### src/rtl/icache_sa.sv
// Set-associative instruction cache: round-robin replacement, one-cycle flush, optional early restart (ICACHE_FWD_EN).
// Latency: hits combinational; miss raises mc_ena one cycle later and refills BLOCK_WORDS words in order.
// Backpressure: mc_valid paces the refill; rdy low freezes all state and drops any word offered that cycle.
module icache_sa #(
    parameter int WAYS        = 2,
    parameter int SETS        = 16,
    parameter int BLOCK_WORDS = 4,
    parameter int ADDR_W      = 32
) (
    input  logic              clk,
    input  logic              rst,
    input  logic              rdy,
    input  logic              flush,
    input  logic              fet_req,
    input  logic [ADDR_W-1:0] pc,
    output logic              instr_valid,
    output logic [31:0]       instr,
    output logic              mc_ena,
    output logic [ADDR_W-1:0] mc_addr,
    input  logic              mc_valid,
    input  logic [31:0]       mc_data
);
    localparam int WSEL_W = $clog2(BLOCK_WORDS);
    localparam int OFF    = WSEL_W + 2;
    localparam int IDX_W  = $clog2(SETS);
    localparam int TAG_W  = ADDR_W - OFF - IDX_W;
    localparam int WAY_W  = (WAYS > 1) ? $clog2(WAYS) : 1;

    typedef enum logic {IDLE, FILL} state_t;
    state_t state, state_nxt;

    logic [WAYS-1:0]   valid_q [SETS];
    logic [WAY_W-1:0]  rr_q    [SETS];
    logic [TAG_W-1:0]  tag_q   [SETS][WAYS];
    logic [31:0]       data_q  [SETS][WAYS][BLOCK_WORDS];

    logic [WSEL_W-1:0] fill_k;
    logic [WAY_W-1:0]  victim;
    logic              victim_rr;

    logic [WSEL_W-1:0] pc_wsel;
    logic [IDX_W-1:0]  pc_idx, fill_idx;
    logic [TAG_W-1:0]  pc_tag, fill_tag;
    logic              hit, inv_found, last_word, accept;
    logic [WAY_W-1:0]  hit_way, inv_way, victim_sel, rr_next;
    logic              unused_pc_lsb;

    assign pc_wsel  = pc[OFF-1:2];
    assign pc_idx   = pc[OFF+IDX_W-1:OFF];
    assign pc_tag   = pc[ADDR_W-1:OFF+IDX_W];
    // The line being filled is identified by mc_addr, whose upper bits never change during a fill.
    assign fill_idx = mc_addr[OFF+IDX_W-1:OFF];
    assign fill_tag = mc_addr[ADDR_W-1:OFF+IDX_W];
    assign unused_pc_lsb = ^pc[1:0];

    assign mc_ena     = (state == FILL);
    assign last_word  = (fill_k == WSEL_W'(BLOCK_WORDS - 1));
    assign accept     = rdy && !flush && (state == FILL) && mc_valid;
    assign victim_sel = inv_found ? inv_way : rr_q[pc_idx];
    assign rr_next    = (rr_q[fill_idx] == WAY_W'(WAYS - 1)) ? '0 : rr_q[fill_idx] + WAY_W'(1);

    // Scanning downwards leaves the lowest-numbered match / invalid way selected.
    always_comb begin
        hit       = 1'b0;
        hit_way   = '0;
        inv_found = 1'b0;
        inv_way   = '0;
        for (int w = WAYS - 1; w >= 0; w--) begin
            if (valid_q[pc_idx][w] && (tag_q[pc_idx][w] == pc_tag)) begin
                hit     = 1'b1;
                hit_way = WAY_W'(w);
            end
            if (!valid_q[pc_idx][w]) begin
                inv_found = 1'b1;
                inv_way   = WAY_W'(w);
            end
        end
    end

    always_comb begin
        instr_valid = fet_req && hit;
        instr       = data_q[pc_idx][hit_way][pc_wsel];
`ifdef ICACHE_FWD_EN
        if (fet_req && accept && (pc == mc_addr)) begin
            instr_valid = 1'b1;
            instr       = mc_data;
        end
`endif
    end

    always_comb begin
        state_nxt = state;
        case (state)
            IDLE: if (fet_req && !hit && !flush) state_nxt = FILL;
            FILL: if (flush || (mc_valid && last_word)) state_nxt = IDLE;
            default: state_nxt = IDLE;
        endcase
    end

    always_ff @(posedge clk or posedge rst) begin
        if (rst) begin
            state     <= IDLE;
            mc_addr   <= '0;
            fill_k    <= '0;
            victim    <= '0;
            victim_rr <= 1'b0;
            for (int s = 0; s < SETS; s++) begin
                valid_q[s] <= '0;
                rr_q[s]    <= '0;
            end
        end else if (rdy) begin
            state <= state_nxt;
            if (flush) begin
                for (int s = 0; s < SETS; s++) begin
                    valid_q[s] <= '0;
                    rr_q[s]    <= '0;
                end
            end else if (state == IDLE) begin
                if (fet_req && !hit) begin
                    mc_addr   <= {pc[ADDR_W-1:OFF], {OFF{1'b0}}};
                    fill_k    <= '0;
                    victim    <= victim_sel;
                    victim_rr <= !inv_found;
                    valid_q[pc_idx][victim_sel] <= 1'b0;
                end
            end else if (mc_valid) begin
                mc_addr <= mc_addr + ADDR_W'(4);
                fill_k  <= fill_k + WSEL_W'(1);
                if (last_word) begin
                    valid_q[fill_idx][victim] <= 1'b1;
                    if (victim_rr) rr_q[fill_idx] <= rr_next;
                end
            end
        end
    end

    // Tag and data storage carry no reset; the valid bits alone decide what can hit.
    always_ff @(posedge clk) begin
        if (accept) begin
            data_q[fill_idx][victim][fill_k] <= mc_data;
            if (last_word) tag_q[fill_idx][victim] <= fill_tag;
        end
    end
endmodule

### config.mk
export PLATFORM = sky130hd
export DESIGN_NAME = icache_sa
export DESIGN_NICKNAME = d
export VERILOG_FILES = /design/src/rtl/icache_sa.sv
export SDC_FILE = /design/constraint.sdc
export NUM_CORES = 2
export LEC_CHECK = 0
export CAP_MARGIN = 10
export CORE_ASPECT_RATIO = 0.9
export CORE_MARGIN = 2
export CORE_UTILIZATION = 40
export CTS_BUF_LIST = sky130_fd_sc_hd__clkbuf_8
export CTS_CLUSTER_DIAMETER = 80
export DETAILED_ROUTE_END_ITERATION = 12
export MAX_ROUTING_LAYER = met4
export PLACE_DENSITY = 0.59
export SLEW_MARGIN = 40
export SYNTH_ARGS = -nofsm -noshare
export SYNTH_HDL_FRONTEND = slang
export SYNTH_MEMORY_MAX_BITS = 65536
export SYNTH_SLANG_ARGS = --single-unit
### constraint.sdc
create_clock -name clk -period 5 [get_ports clk]
set_clock_uncertainty 0.05 [all_clocks]
set_input_delay 0.75 -clock clk [delete_from_list [all_inputs] [get_ports clk]]
set_output_delay 0.75 -clock clk [all_outputs]
set_load 0.05 [all_outputs]
* Word level (Yosys, flattened, before mapping)
Memories as Yosys holds them, arrays and structs flattened.
Cells that the tools add are included.
W data, S select, Z words.
** Word-level totals
- Register bits :: 85
- RAM bits :: 4864
- Input port bits :: 70
- Output and inout port bits :: 66
- Word-level logic and storage cells :: 166
- Memories :: 2
** Cells by class
- $add $sub $neg :: 3
- Order comparisons :: 14
- Eq/ne operators :: 6
- Mux-type cells :: 64
- Bitwise gates (word level) :: 11
- Reduce and logical (&&, ||, !) cells :: 29
** Memories
- data_q :: depth 16, bits a word 256, read ports 1, clocked after Yosys merged registers in 0, wr ports 1, RTL line 35 : logic [31:0] data_q [SETS][WAYS][BLOCK_WORDS];
- tag_q :: depth 16, bits a word 48, read ports 1, clocked after Yosys merged registers in 0, wr ports 1, RTL line 34 : logic [TAG_W-1:0] tag_q [SETS][WAYS];
** Operator list (count)
- $mux W128 :: 4
- $mux W32 :: 11
- $mux W256 :: 1
- $demux W128 S1 :: 1
- $mux W16 :: 5
- $bmux W32 S2 :: 1
- $demux W32 S2 :: 1
- $eq A24 B24 Y1 :: 2
- $mux W48 :: 1
- $add A32 B3 Y32 const B :: 1
- $and A32 B32 Y32 :: 1
- $not A32 Y32 :: 1
- $or A32 B32 Y32 :: 1
- $demux W24 S1 :: 1
- $mux W24 :: 1
- $mux W1 :: 20
- $bwmux W16 :: 1
- $demux W2 S4 :: 2
- $logic_and A1 B1 Y1 :: 15
- $mux W2 :: 7
- $reduce_and A4 Y1 :: 3
- $ge A5 B5 Y1 const B :: 2
- $lt A5 B1 Y1 const B :: 2
- $not A4 Y5 :: 2
- 25 further kinds :: 40

* Longest topological paths before layout
- Depth after elaboration :: 18
- Mapped depth :: 17
- Gate-level depth less buffers :: 11

* Least setup slack after synthesis
No wires, ideal clock.
- Path type :: input port to output port
- From :: input pc[4]
- To :: output instr[0]
- Arrival time :: 4.110 ns
- Path slack :: 0.090 ns
- Stages :: 12
- Path buffers :: 8
- Path through :: buf_6 > buf_8 > buf_6 > buf_6 > buf_6 > buf_6 > buf_6 > clkbuf_1 > mux4_2 > mux4_2 > mux4_2 > mux2_2
** Between the ends
- Cells in the longest elaborated chain, start to end :: 14
- Elaborated cells between the ends (all ways) :: 19
** RTL lines
- from (decl) :: RTL line 15 : input logic [ADDR_W-1:0] pc,
- branches (longest 8 deep; another with $mem_v2 Z16 W48)
- $mux W128 (implied by the code) (*) (3 in a row) :: RTL line 82 : instr = data_q[pc_idx][hit_way][pc_wsel];
- $bmux W32 S2 (*) :: RTL line 82
- $mux W32 (implied by the code) (*) (2 in a row) :: RTL line 82
- to (decl) :: RTL line 17 : output logic [31:0] instr,
Mark *: on every way between the ends. The select of a mux whose other input is x is not followed.

* Worst setup path after layout
- From :: memory tag_q[11][33] (netlist bit)
- To :: output instr[8]
** Between the ends
- Cells in the longest elaborated chain, start to end :: 11
** RTL lines
- from (decl) :: RTL line 34
- $mem_v2 Z16 W48
- $eq A24 B24 Y1 :: RTL line 69 : if (valid_q[pc_idx][w] && (tag_q[pc_idx][w] == pc_tag)) begin
- $logic_and A1 B1 Y1 :: RTL line 69
- $mux W1 :: RTL line 69
- $not A1 Y2 (implied by the code) :: RTL line 82
- $mux W128 (implied by the code) (3 in a row) :: RTL line 82
- $bmux W32 S2 :: RTL line 82
- $mux W32 (implied by the code) (2 in a row) :: RTL line 82
Every way passes these cells. The select of a mux whose other input is x is not followed.

==> results by group <==
Critical path
  – CP Class: flip-flop to output port
  – CP Data Arrival Time: 4.89 ns
  – R2R Path Start: mc_addr[5]
  – Reg2reg path depth: 5
  – Worst R2R Setup Slack: 1.15 ns
  – Reg2reg end: data_q[7][170]
  – Critical path startpoint: tag_q[11][33]
  – Worst-path fanout max: 8
  – Worst EP required: 4.20 ns
  – CP Capture Type: output port
  – Startpoint Class: flip-flop

Yosys
  – EDFF count, synth: 4864
  – Sequential element share of the synthesized area: 77.07%
  – Synthesized area per cell: 23.60 um2
  – Most used DFF post-synth: edfxtp_1
  – Yosys reg bits: 4947
  – Synthesized area: 192200 um2
  – Synth warn: 0
  – Async S/R FF share, synth: 1.678%
  – Cells after synthesis: 8146
  – Yosys cell types: 78

Timing
  – Final Hold Vio Count: 0
  – Unrepaired setup endpoints after global routing: yes
  – Setup WS post-layout: -0.6877 ns
  – Worst Tran Pin Value: 0.9914 ns
  – Setup_tns: -20.98 ns
  – Max-slew headroom: 33.91%
  – Final-report setup violation count: 33
  – Final period util: 113.8%
  – Achievable Freq: 175.8 MHz
  – Worst hold margin: 0.2769 ns
  – Fin crit period: 5.688 ns
  – Final Max Tran Viols: 0

Drt
  – Via count: 94860
  – Routed len/inst: 32.43 um
  – Vias/cell: 5.820
  – Drt pass-1 iters: 6
  – Drt drc: 0
  – Routed Antenna Nets: 0
  – Initial drt markers: 12750
  – Total routed wirelength: 528600 um

Placed design
  – Cell total after placement: 14850
  – GPL Wtd Cong: 0.9085
  – Dpl hpwl: 305900 um
  – Port bufs: 131

Power and ir drop
  – Leakage power: 0.07029 uW
  – Power per cell area: 378.9 nW/um2
  – Worst VDD drop: 0.0003283 V
  – Total power: 84090 uW

Finish
  – Syn-to-layout area delta: 15.45%
  – Share of cells above drive strength 1: 35.33%
  – Post-layout util: 46.37%
  – Final Net Count: 9428
  – Final Non-Filler Cells: 16300

Global routing
  – Antenna violations before repair: 38
  – Largest net degree at the start of global routing: 97
  – All-Layer GR Usage: 22.05%
  – Vias in the first global route: 95800
  – Remaining Overflow, GRT: 0
  – First-pass GRT wire length: 735500 um

Die
  – Core footprint: 478500 um2
  – Ports: 136
  – Die ar.: 486100 um2
  – Die extent in y: 661.6 um
  – Chip width: 734.7 um
  – Starting Density: 40.17%
  – Site Rows: 241

Clock tree
  – Clk_lat worst skew: 1.23 ns
  – Clock transition at the registers of the reported paths: 0.06 ns
  – CTS tree: yes
  – Max clock buf depth: 4
  – Htree depth: 6
  – Sinks on the clock net: 4947
  – CTS Buf Count: 772
  – Clk Tree Root Cell: clkbuf_8

Run status
  – Outcome: finished with violations
  – Violated checks: negative setup slack

Job
  – Max-Cap Viols: 0

Hold path
  – Worst min path class: primary input to async pin
stage by stage:
stage / instance area [um2] / setup slack (ns)
6_report: 221900 / -0.6877
5_1_grt: 221900 / -0.8430
4_1_cts: 221600 / -0.8148
3_5_place_dp: 207400 / -0.3845
3_3_place_gp: 207100 / -0.4102
2_1_floorplan: 192200 / 0.09017
logic make-up (layout without fill, tap and decap cells):
family	Yosys count	after routing	share of synthesized area [%]
DFF	4947	4947	77.07
other	1	28	0.001951
AOI/OAI and AO/OA	340	340	1.181
and+or+nand+nor	600	600	1.422
buffers and inverters	488	2296	1.296
muxes	1716	1716	18.78
xor gates and xnor gates	49	49	0.2233
adders and majority gates	5	5	0.03255
cell usage in the layout (no fill, tap or decap), types with 13 or more instances in the layout:
cell / netlist / layout
nor3_1: 34 / 34
dlygate4sd3_1: 0 / 32
nor2_4: 1 / 135
inv_6: 0 / 13
buf_4: 69 / 580
a221oi_1: 16 / 16
and3_1: 24 / 23
o22ai_1: 28 / 28
nor2_2: 0 / 26
nor2_1: 252 / 92
clkinv_2: 0 / 83
clkbuf_8: 0 / 782
clkinv_1: 2 / 210
dfrtp_1: 83 / 78
nand2_1: 142 / 118
xnor2_1: 43 / 43
nand2b_1: 17 / 17
nand4_1: 23 / 23
buf_6: 32 / 46
edfxtp_1: 4864 / 4864
buf_12: 3 / 146
mux2i_1: 135 / 133
diode_2: 0 / 26
o21ai_0: 82 / 82
inv_1: 33 / 281
a22oi_1: 19 / 19
clkdlybuf4s50_1: 0 / 58
mux2_2: 77 / 63
nand3_1: 30 / 29
o21ai_1: 17 / 17
nand2_2: 0 / 20
a21oi_1: 62 / 62
mux4_2: 1503 / 1504
mux2_4: 0 / 14
o31ai_1: 16 / 16
nor2b_1: 19 / 18
per-layer routing:
layer,wire length (um),vias to the layer above,global-route usage [%],share of wire (%)
met5,0,-,-,0
met4,13710,0,5.539,2.6
li1,-,37620,-,-
met1,219500,51330,31.43,42
met2,241200,5090,32.65,46
met3,54180,825,4.686,10
sequential cells by signal (all words and copies together), names as in the netlist:
signal	count
data_q	4096
mc_addr	30
victim_rr	1
victim	1
fill_k	2
rr_q	16
mc_ena	1
tag_q	768
valid_q	32
timing repair:
item,in CTS,in global routing
hold buffers,32,0
resized for setup,49,2
pin swaps,6,1
setup endpoints to repair,33,33
hold endpoints to repair,1538,0
buffers inserted,2,2
report_power, final:
part / switching [uW] / internal, uW / leakage [uW] / total (uW)
sequential: 343 / 46200 / 0.0448 / 46500
combinational: 4270 / 2400 / 0.0176 / 6670
clock: 15800 / 15100 / 0.00794 / 30900
total: 20400 / 63700 / 0.0703 / 84100
cell usage after synthesis (33+ instances only):
| master | n | share of area [%] |
|---|---|---|
| buf_1 | 46 | 0.090 |
| nor2_1 | 252 | 0.49 |
| mux4_2 | 1503 | 18 |
| inv_1 | 33 | 0.064 |
| nor3_1 | 34 | 0.089 |
| mux2i_1 | 135 | 0.70 |
| clkbuf_1 | 229 | 0.45 |
| mux2_2 | 77 | 0.45 |
| a21oi_1 | 62 | 0.16 |
| buf_2 | 71 | 0.18 |
| xnor2_1 | 43 | 0.20 |
| buf_4 | 69 | 0.27 |
| o21ai_0 | 82 | 0.21 |
| edfxtp_1 | 4864 | 76 |
| nand2_1 | 142 | 0.28 |
| dfrtp_1 | 83 | 1.1 |
worst max path at each step:
stage | to | slack [ns]
floorplan | instr[0] | 0.09
global placement | instr[27] | -0.41
detailed placement | instr[27] | -0.38
CTS | instr[31] | -0.81
global route | instr[10] | -0.84
finish | instr[8] | -0.69
final cells by class:
| type | count | area (um2) |
|---|---|---|
| Inverter | 36 | 147.6 |
| Multi-Input combinational cell | 2712 | 42840 |
| Clock inverter | 594 | 2912 |
| Sequential cell | 4947 | 148100 |
| Tap cell | 6318 | 7905 |
| Fill cell | 39040 | 256600 |
| Clock buffer | 782 | 10760 |
| Timing Repair Buffer | 884 | 9144 |
| Antenna cell | 26 | 65.06 |
critical path, stage by stage, from the launching register on:
cell	delay, ns
edfxtp_1	0.37
mux4_2	0.50
mux2i_2	0.22
buf_4	0.16
or3_4	0.12
nand4_1	0.09
or4b_4	0.52
a211oi_4	0.21
nand4_1	0.25
buf_4	0.23
nor2b_4	0.13
buf_12	0.15
buf_12	0.15
mux2_4	0.37
buf_8	0.18
Power figures use the tool's default switching activity.
